**src/rtl/lfsr_pkg.sv**
```systemverilog
// lfsr_pkg: shared types and helpers for the PRBS checker.
//   chk_state_t    - lock FSM state encoding
//   DEFAULT_TAPS_8 - x^8+x^6+x^5+x^4+1 feedback mask (Fibonacci form)
//   lfsr_parity    - next-bit prediction: XOR of the tapped stages
package lfsr_pkg;

    typedef enum logic [1:0] {
        SEED   = 2'd0,
        VERIFY = 2'd1,
        LOCKED = 2'd2
    } chk_state_t;

    localparam logic [7:0] DEFAULT_TAPS_8 = 8'hB8;

    // Registers up to 32 stages are supported; callers zero-extend.
    function automatic logic lfsr_parity(input logic [31:0] sreg,
                                         input logic [31:0] taps);
        return ^(sreg & taps);
    endfunction

endpackage

```
**src/rtl/prbs_lock_fsm.sv**
```systemverilog
// prbs_lock_fsm: lock acquisition / loss state machine for the PRBS checker.
// Ports:
//   clk, rst   - clock, synchronous active-high reset
//   valid      - a received bit is present this cycle
//   match      - received bit equals the local prediction
//   sreg_zero  - local shift register is all zeros (lockup state)
//   lock       - registered lock indication
//   flywheel   - local register must shift its own prediction, not the input
//
// state  | meaning
// SEED   | loading WIDTH received bits into the local register
// VERIFY | checking predictions against the stream before trusting it
// LOCKED | flywheel running; mismatches fill a leaky bucket
module prbs_lock_fsm
    import lfsr_pkg::*;
#(
    parameter int WIDTH       = 8,
    parameter int LOCK_COUNT  = 16,
    parameter int LOSS_THRESH = 8
) (
    input  logic clk,
    input  logic rst,
    input  logic valid,
    input  logic match,
    input  logic sreg_zero,
    output logic lock,
    output logic flywheel
);

    localparam int SEED_W   = $clog2(WIDTH + 1);
    localparam int MATCH_W  = $clog2(LOCK_COUNT + 1);
    localparam int BUCKET_W = $clog2(LOSS_THRESH + 1);

    localparam logic [SEED_W-1:0]   SEED_LAST   = SEED_W'(WIDTH - 1);
    localparam logic [MATCH_W-1:0]  MATCH_LAST  = MATCH_W'(LOCK_COUNT - 1);
    localparam logic [BUCKET_W-1:0] BUCKET_LAST = BUCKET_W'(LOSS_THRESH - 1);

    chk_state_t            state, state_n;
    logic [SEED_W-1:0]     seed_cnt, seed_cnt_n;
    logic [MATCH_W-1:0]    match_cnt, match_cnt_n;
    logic [BUCKET_W-1:0]   bucket, bucket_n;

    always_ff @(posedge clk) begin
        if (rst) begin
            state     <= SEED;
            seed_cnt  <= '0;
            match_cnt <= '0;
            bucket    <= '0;
            lock      <= 1'b0;
        end else begin
            state     <= state_n;
            seed_cnt  <= seed_cnt_n;
            match_cnt <= match_cnt_n;
            bucket    <= bucket_n;
            lock      <= (state_n == LOCKED);
        end
    end

    always_comb begin
        state_n     = state;
        seed_cnt_n  = seed_cnt;
        match_cnt_n = match_cnt;
        bucket_n    = bucket;
        if (valid) begin
            case (state)
                SEED: begin
                    if (seed_cnt == SEED_LAST) begin
                        state_n     = VERIFY;
                        seed_cnt_n  = '0;
                        match_cnt_n = '0;
                    end else begin
                        seed_cnt_n = seed_cnt + 1'b1;
                    end
                end
                VERIFY: begin
                    // An all-zero register would predict zeros forever.
                    if (!match || sreg_zero) begin
                        state_n    = SEED;
                        seed_cnt_n = '0;
                    end else if (match_cnt == MATCH_LAST) begin
                        state_n  = LOCKED;
                        bucket_n = '0;
                    end else begin
                        match_cnt_n = match_cnt + 1'b1;
                    end
                end
                LOCKED: begin
                    if (!match) begin
                        if (bucket == BUCKET_LAST) begin
                            state_n    = SEED;
                            seed_cnt_n = '0;
                            bucket_n   = '0;
                        end else begin
                            bucket_n = bucket + 1'b1;
                        end
                    end else if (bucket != '0) begin
                        bucket_n = bucket - 1'b1;
                    end
                end
                default: begin
                    state_n    = SEED;
                    seed_cnt_n = '0;
                end
            endcase
        end
    end

    assign flywheel = (state == LOCKED);

endmodule

```
**config.mk**
```make
export PLATFORM = sky130hd
export DESIGN_NAME = prbs_lock_fsm
export DESIGN_NICKNAME = d
export VERILOG_FILES = /design/src/rtl/lfsr_pkg.sv /design/src/rtl/prbs_lock_fsm.sv
export SDC_FILE = /design/constraint.sdc
export NUM_CORES = 1
export LEC_CHECK = 0
export BUFFER_PORTS_ARGS = -buffer_cell sky130_fd_sc_hd__clkbuf_2
export CAP_MARGIN = 20
export CORE_MARGIN = 3
export CORE_UTILIZATION = 53
export DETAILED_ROUTE_END_ITERATION = 8
export GPL_TIMING_DRIVEN = 1
export PLACE_DENSITY = 0.71
export SLEW_MARGIN = 5
export SYNTH_ARGS = -nofsm -noshare
export SYNTH_HDL_FRONTEND = slang
export SYNTH_SLANG_ARGS = --single-unit
```
**constraint.sdc**
```tcl
create_clock -name clk -period 4.71 [get_ports clk]
set_input_delay 0.2355 -clock clk [delete_from_list [all_inputs] [get_ports clk]]
set_output_delay 0.2355 -clock clk [all_outputs]
set_load 0.01 [all_outputs]
```
After elaboration in Yosys (flattened, before gate mapping)
Cells that the tools add are included.

Register bits after elaboration: 16. Bits of input ports: 5. Output and inout port bits: 2. Word-level logic and storage cells: 54.

Add/subtract/negate cells: 4. Equal/unequal tests: 14. Muxes and demuxes: 22. Reduce and logical (&&, ||, !) cells: 9.

Operators by type and width (number): two-way mux 4 bit (9); two-way mux 5 bit (3); two-way mux 2 bit (6); != test 2 bit, second input constant (6); one-hot mux 4 bit (3 select lines) (1); one-hot mux 5 bit (2 select lines) (1); AND reduction 5 bit (2); adder 4 x 1 -> 4 bit, second input constant (2); == test 4 x 3 -> 1 bit, second input constant (2); one-hot mux 4 bit (2 select lines) (1); one-hot mux 2 bit (3 select lines) (1); adder 5 x 1 -> 5 bit, second input constant (1); == test 5 x 4 -> 1 bit, second input constant (1); == test 2 bit, second input constant (2); AND reduction 4 bit (1); nonzero test 2 bit (2); nonzero test 4 bit (1); subtractor 4 x 1 -> 4 bit, second input constant (1); != test 3 x 2 -> 1 bit, second input constant (1); == test 2 x 1 -> 1 bit, second input constant (1); zero test 2 bit (1); != test 2 x 1 -> 1 bit, second input constant (1); zero test 1 bit (1); logical OR 1 bit (1).

Depth between registers and ports, before layout
Depth after elaboration: 6. Gate-level depth with buffers: 7. Mapped depth without buffers: 7.

Worst setup path before layout
Ideal clock, no wire load.

Kind: register -> register. Start point: register match_cnt[0]. End point: register match_cnt[1]. Library setup time: 0.070 ns. Data arrival time: 1.725 ns. Data required time: 4.640 ns. Setup slack: 2.914 ns. Stages on the path, launching flop included: 8. Buffers on the path: 0. Period minus slack after synthesis: 1.796 ns. Path through: dfxtp_1 > ha_1 > and3_1 > ha_1 > and4bb_2 > o21ai_2 > or3_1 > a21oi_1.

Longest elaborated chain between the ends: 4. Elaborated cells on any way between the ends: 7. Classes of those cells: add/sub (1); eq/ne (2); mux (3); reduce/logical (1).

RTL lines: start, declared (RTL line prbs_lock_fsm.sv:40) `logic [MATCH_W-1:0] match_cnt, match_cnt_n;`; start signal, assigned (RTL line prbs_lock_fsm.sv:53) `match_cnt <= match_cnt_n;`; adder 5 x 1 -> 5 bit (RTL line prbs_lock_fsm.sv:84) `match_cnt_n = match_cnt + 1'b1;`; two-way mux 5 bit (RTL line prbs_lock_fsm.sv:80) `end else if (match_cnt == MATCH_LAST) begin`; two-way mux 5 bit (RTL line prbs_lock_fsm.sv:77) `if (!match || sreg_zero) begin`; one-hot mux 5 bit (2 select lines) (RTL line prbs_lock_fsm.sv:65) `case (state)`.

Parallel ways exist; a longest one is shown, timed or not. The select of a mux whose other input is x is not followed. A chain may end at the register's enable or synchronous reset.

Worst setup path after layout
Ends and elaborated chain as after synthesis.

==> key figures <==
Run status
  – Status: complete, no violations

Timing
  – Setup Skew: 0.00716 ns
  – Setup TNS: 0 ns
  – Slew Limit Fails: 0
  – Final hold violation count: 0
  – Min cycle time layout: 1.91 ns
  – Final setup viols: 0
  – Measured slew at the worst slew-check pin: 0.470 ns
  – Tcrit/Tclk final: 0.405
  – Fmax: 524 MHz
  – Relative slew slack: 0.685
  – Setup repair after global routing missed its margin: no

Clock tree
  – # Post-CTS Setup Buffers: 0
  – Clk sinks: 16
  – CTS tree: yes
  – # H-tree levels: 1
  – Post-CTS Hold Buffers: 0
  – PostCTS Resize Cnt: 0
  – Num CTS Buffers: 3
  – CTS root buf: clkbuf_4
  – Register clock-pin slew on the reported worst setup and hold paths: 0.09 ns
  – Clock buffer depth: 2
  – Worst-Skew Late Latency: 0.28 ns

Setup path
  – Critical Path Fanout Max: 9
  – Worst r2r src: match_cnt[0]
  – Critical-path top delay cell: dfxtp_1
  – Crit-path cells: ha_1, and3_1, ha_1, and4bb_2, o21ai_2, or3_1, a21oi_1
  – WP data required: 4.92 ns
  – Crit end category: register
  – Crit-path most repeated cell: ha_1
  – Arrival @ worst endpoint: 2.11 ns
  – Crit. Startpoint: match_cnt[0]
  – CP Class: reg2reg
  – Startpoint Class: register
  – Slowest Stage Delay on Critical Path: 0.34 ns

Yosys
  – Cell Area, Synth: 982 um2
  – Yosys cell types: 44
  – Syn nets: 124
  – Syn Area/Cell: 8.69 um2
  – EDFF count, synth: 0
  – Top_reg_cell synth: dfxtp_1
  – Synth async-reset ratio: 0
  – Yosys warns: 0
  – Synthesis-stage register bit count: 16
  – Cells after synthesis: 113
  – Sequential share of the synthesized area: 0.326

Placement
  – DP Cell Count: 137
  – HPWL after detailed placement: 1.34 mm
  – Port bufs: 6
  – Global placement routability congestion: 0.757

Floorplan
  – Rows: 14
  – Initial Utilization: 0.603
  – Width of the die: 49.1 um
  – Core box area: 1630 um2
  – DIE HEIGHT: 49.1 um
  – Full die area: 2410 um2
  – IO Count: 7

Power
  – Power Density: 230 nW/um2
  – Peak VDD IR: 0.000170 V
  – Leakage: 0.400 nW

Worst hold path
  – Min-Delay Path Class: in2reg
  – Hold_sp: rst

Routing
  – Via count: 811
  – Avg WL per Cell: 13.1 um
  – Drt pass-1 iters: 4
  – DR iter-0 viols: 11
  – DRT Wirelength: 1.84 mm
  – # DRC: 0
  – Post-DR vias/cell: 5.79
  – DRT antenna net count: 0

Cells and area
  – Final layout net count: 129
  – Most frequent cells in the layout: dfxtp_1 (16), nand2_1 (9), a21oi_1 (8)
  – Layout area overhead: 5.48%
  – Commonest non-fill, non-tap cell in the layout: dfxtp_1
  – Layout cell share with drive strength beyond 1: 0.121
  – # diodes: 0
  – Fin cells: 140

Global routing
  – Largest net degree at the start of global routing: 19
  – Vias in the first global route: 746
  – Initial antenna violation count: 0
  – Total gr overflow: 0
  – Global-route wire length before repair: 3.32 mm
  – Total GRT Usage: 0.175

Job
  – MaxCap Viol Count: 0
-- synthesized netlist by cell type, drive strengths merged, types with 2 or more instances --
cell type / count / share of area
ha: 6 / 0.076
and4bb: 5 / 0.068
a211o: 2 / 0.018
nand3b: 2 / 0.015
nand3: 3 / 0.015
o21ai: 4 / 0.024
a31oi: 3 / 0.019
a21oi: 8 / 0.041
mux2i: 2 / 0.020
o2bb2ai: 2 / 0.018
buf: 3 / 0.018
or3: 2 / 0.013
dfxtp: 16 / 0.33
nor2: 6 / 0.023
nand2b: 6 / 0.038
clkbuf: 3 / 0.011
inv: 7 / 0.027
nand4b: 2 / 0.018
nor3: 2 / 0.010
nand2: 9 / 0.034
or4b: 2 / 0.024
-- power by group --
part	switching [mW]	internal (mW)	leakage, nW
logic	0.0153	0.0128	0.256
clock network	0.0386	0.0296	0.0138
registers	0.00389	0.138	0.130
total	0.0578	0.181	0.400
-- metal layers --
metal / share of wire / vias up / GRT usage
met5: 0 / - / 0
met4: 0.0076 / 0 / 0.0711
met3: 0.023 / 2 / 0.0367
met2: 0.48 / 8 / 0.283
met1: 0.49 / 377 / 0.224
li1: - / 424 / -
-- cell families (layout without fill, tap and decap cells) --
family | after synthesis | in the layout | synth area share
xor+xnor | 1 | 1 | 0.00892
compound gates | 27 | 27 | 0.186
flops | 16 | 16 | 0.326
mux | 2 | 2 | 0.0204
simple gates | 48 | 48 | 0.326
fa+ha+maj | 6 | 6 | 0.0764
buf+inv | 13 | 16 | 0.0561
-- state kept, by name, indices dropped and copies added (netlist names) --
register / count
bucket: 4
lock: 1
state: 2
match_cnt: 5
seed_cnt: 4
-- per-stage QoR --
stage	power [mW]	utilization	setup WS, ns	cell area [um2]	hold slack, ns
5_1_grt	0.251	0.636	2.63	1040	0.394
3_3_place_gp	0.173	0.622	2.85	1010	0.457
4_1_cts	0.241	0.636	2.79	1040	0.352
3_5_place_dp	0.173	0.622	2.81	1010	0.468
6_report	0.239	0.636	2.80	1040	0.358
2_1_floorplan	0.167	-	2.91	982	0.432
-- layout make-up --
cell class                 instances  area, um2
multi-input combinational         84        607
sequential                        16        320
timing repair buffer               6       30.0
inverter                           7       26.3
fill                             159        593
tap                               24       30.0
clock buffer                       3       22.5
-- worst max-delay path: cells and delay by family (launching register included) --
family | cells | cell delay [ns]
AO/OA/AOI/OAI | 2 | 0.25
adder cells (fa/ha/maj) | 2 | 0.43
flip-flops | 1 | 0.34
AND/OR/NAND/NOR | 3 | 0.81
-- final timing paths --
check,endpoint,slack (ns),depth (start not counted)
min,seed_cnt[1],0.36,2
max reg2reg,match_cnt[1],2.80,7
min reg2reg,match_cnt[1],0.48,2
max,match_cnt[1],2.80,7
Note: power is estimated with default switching activity, not from simulation.
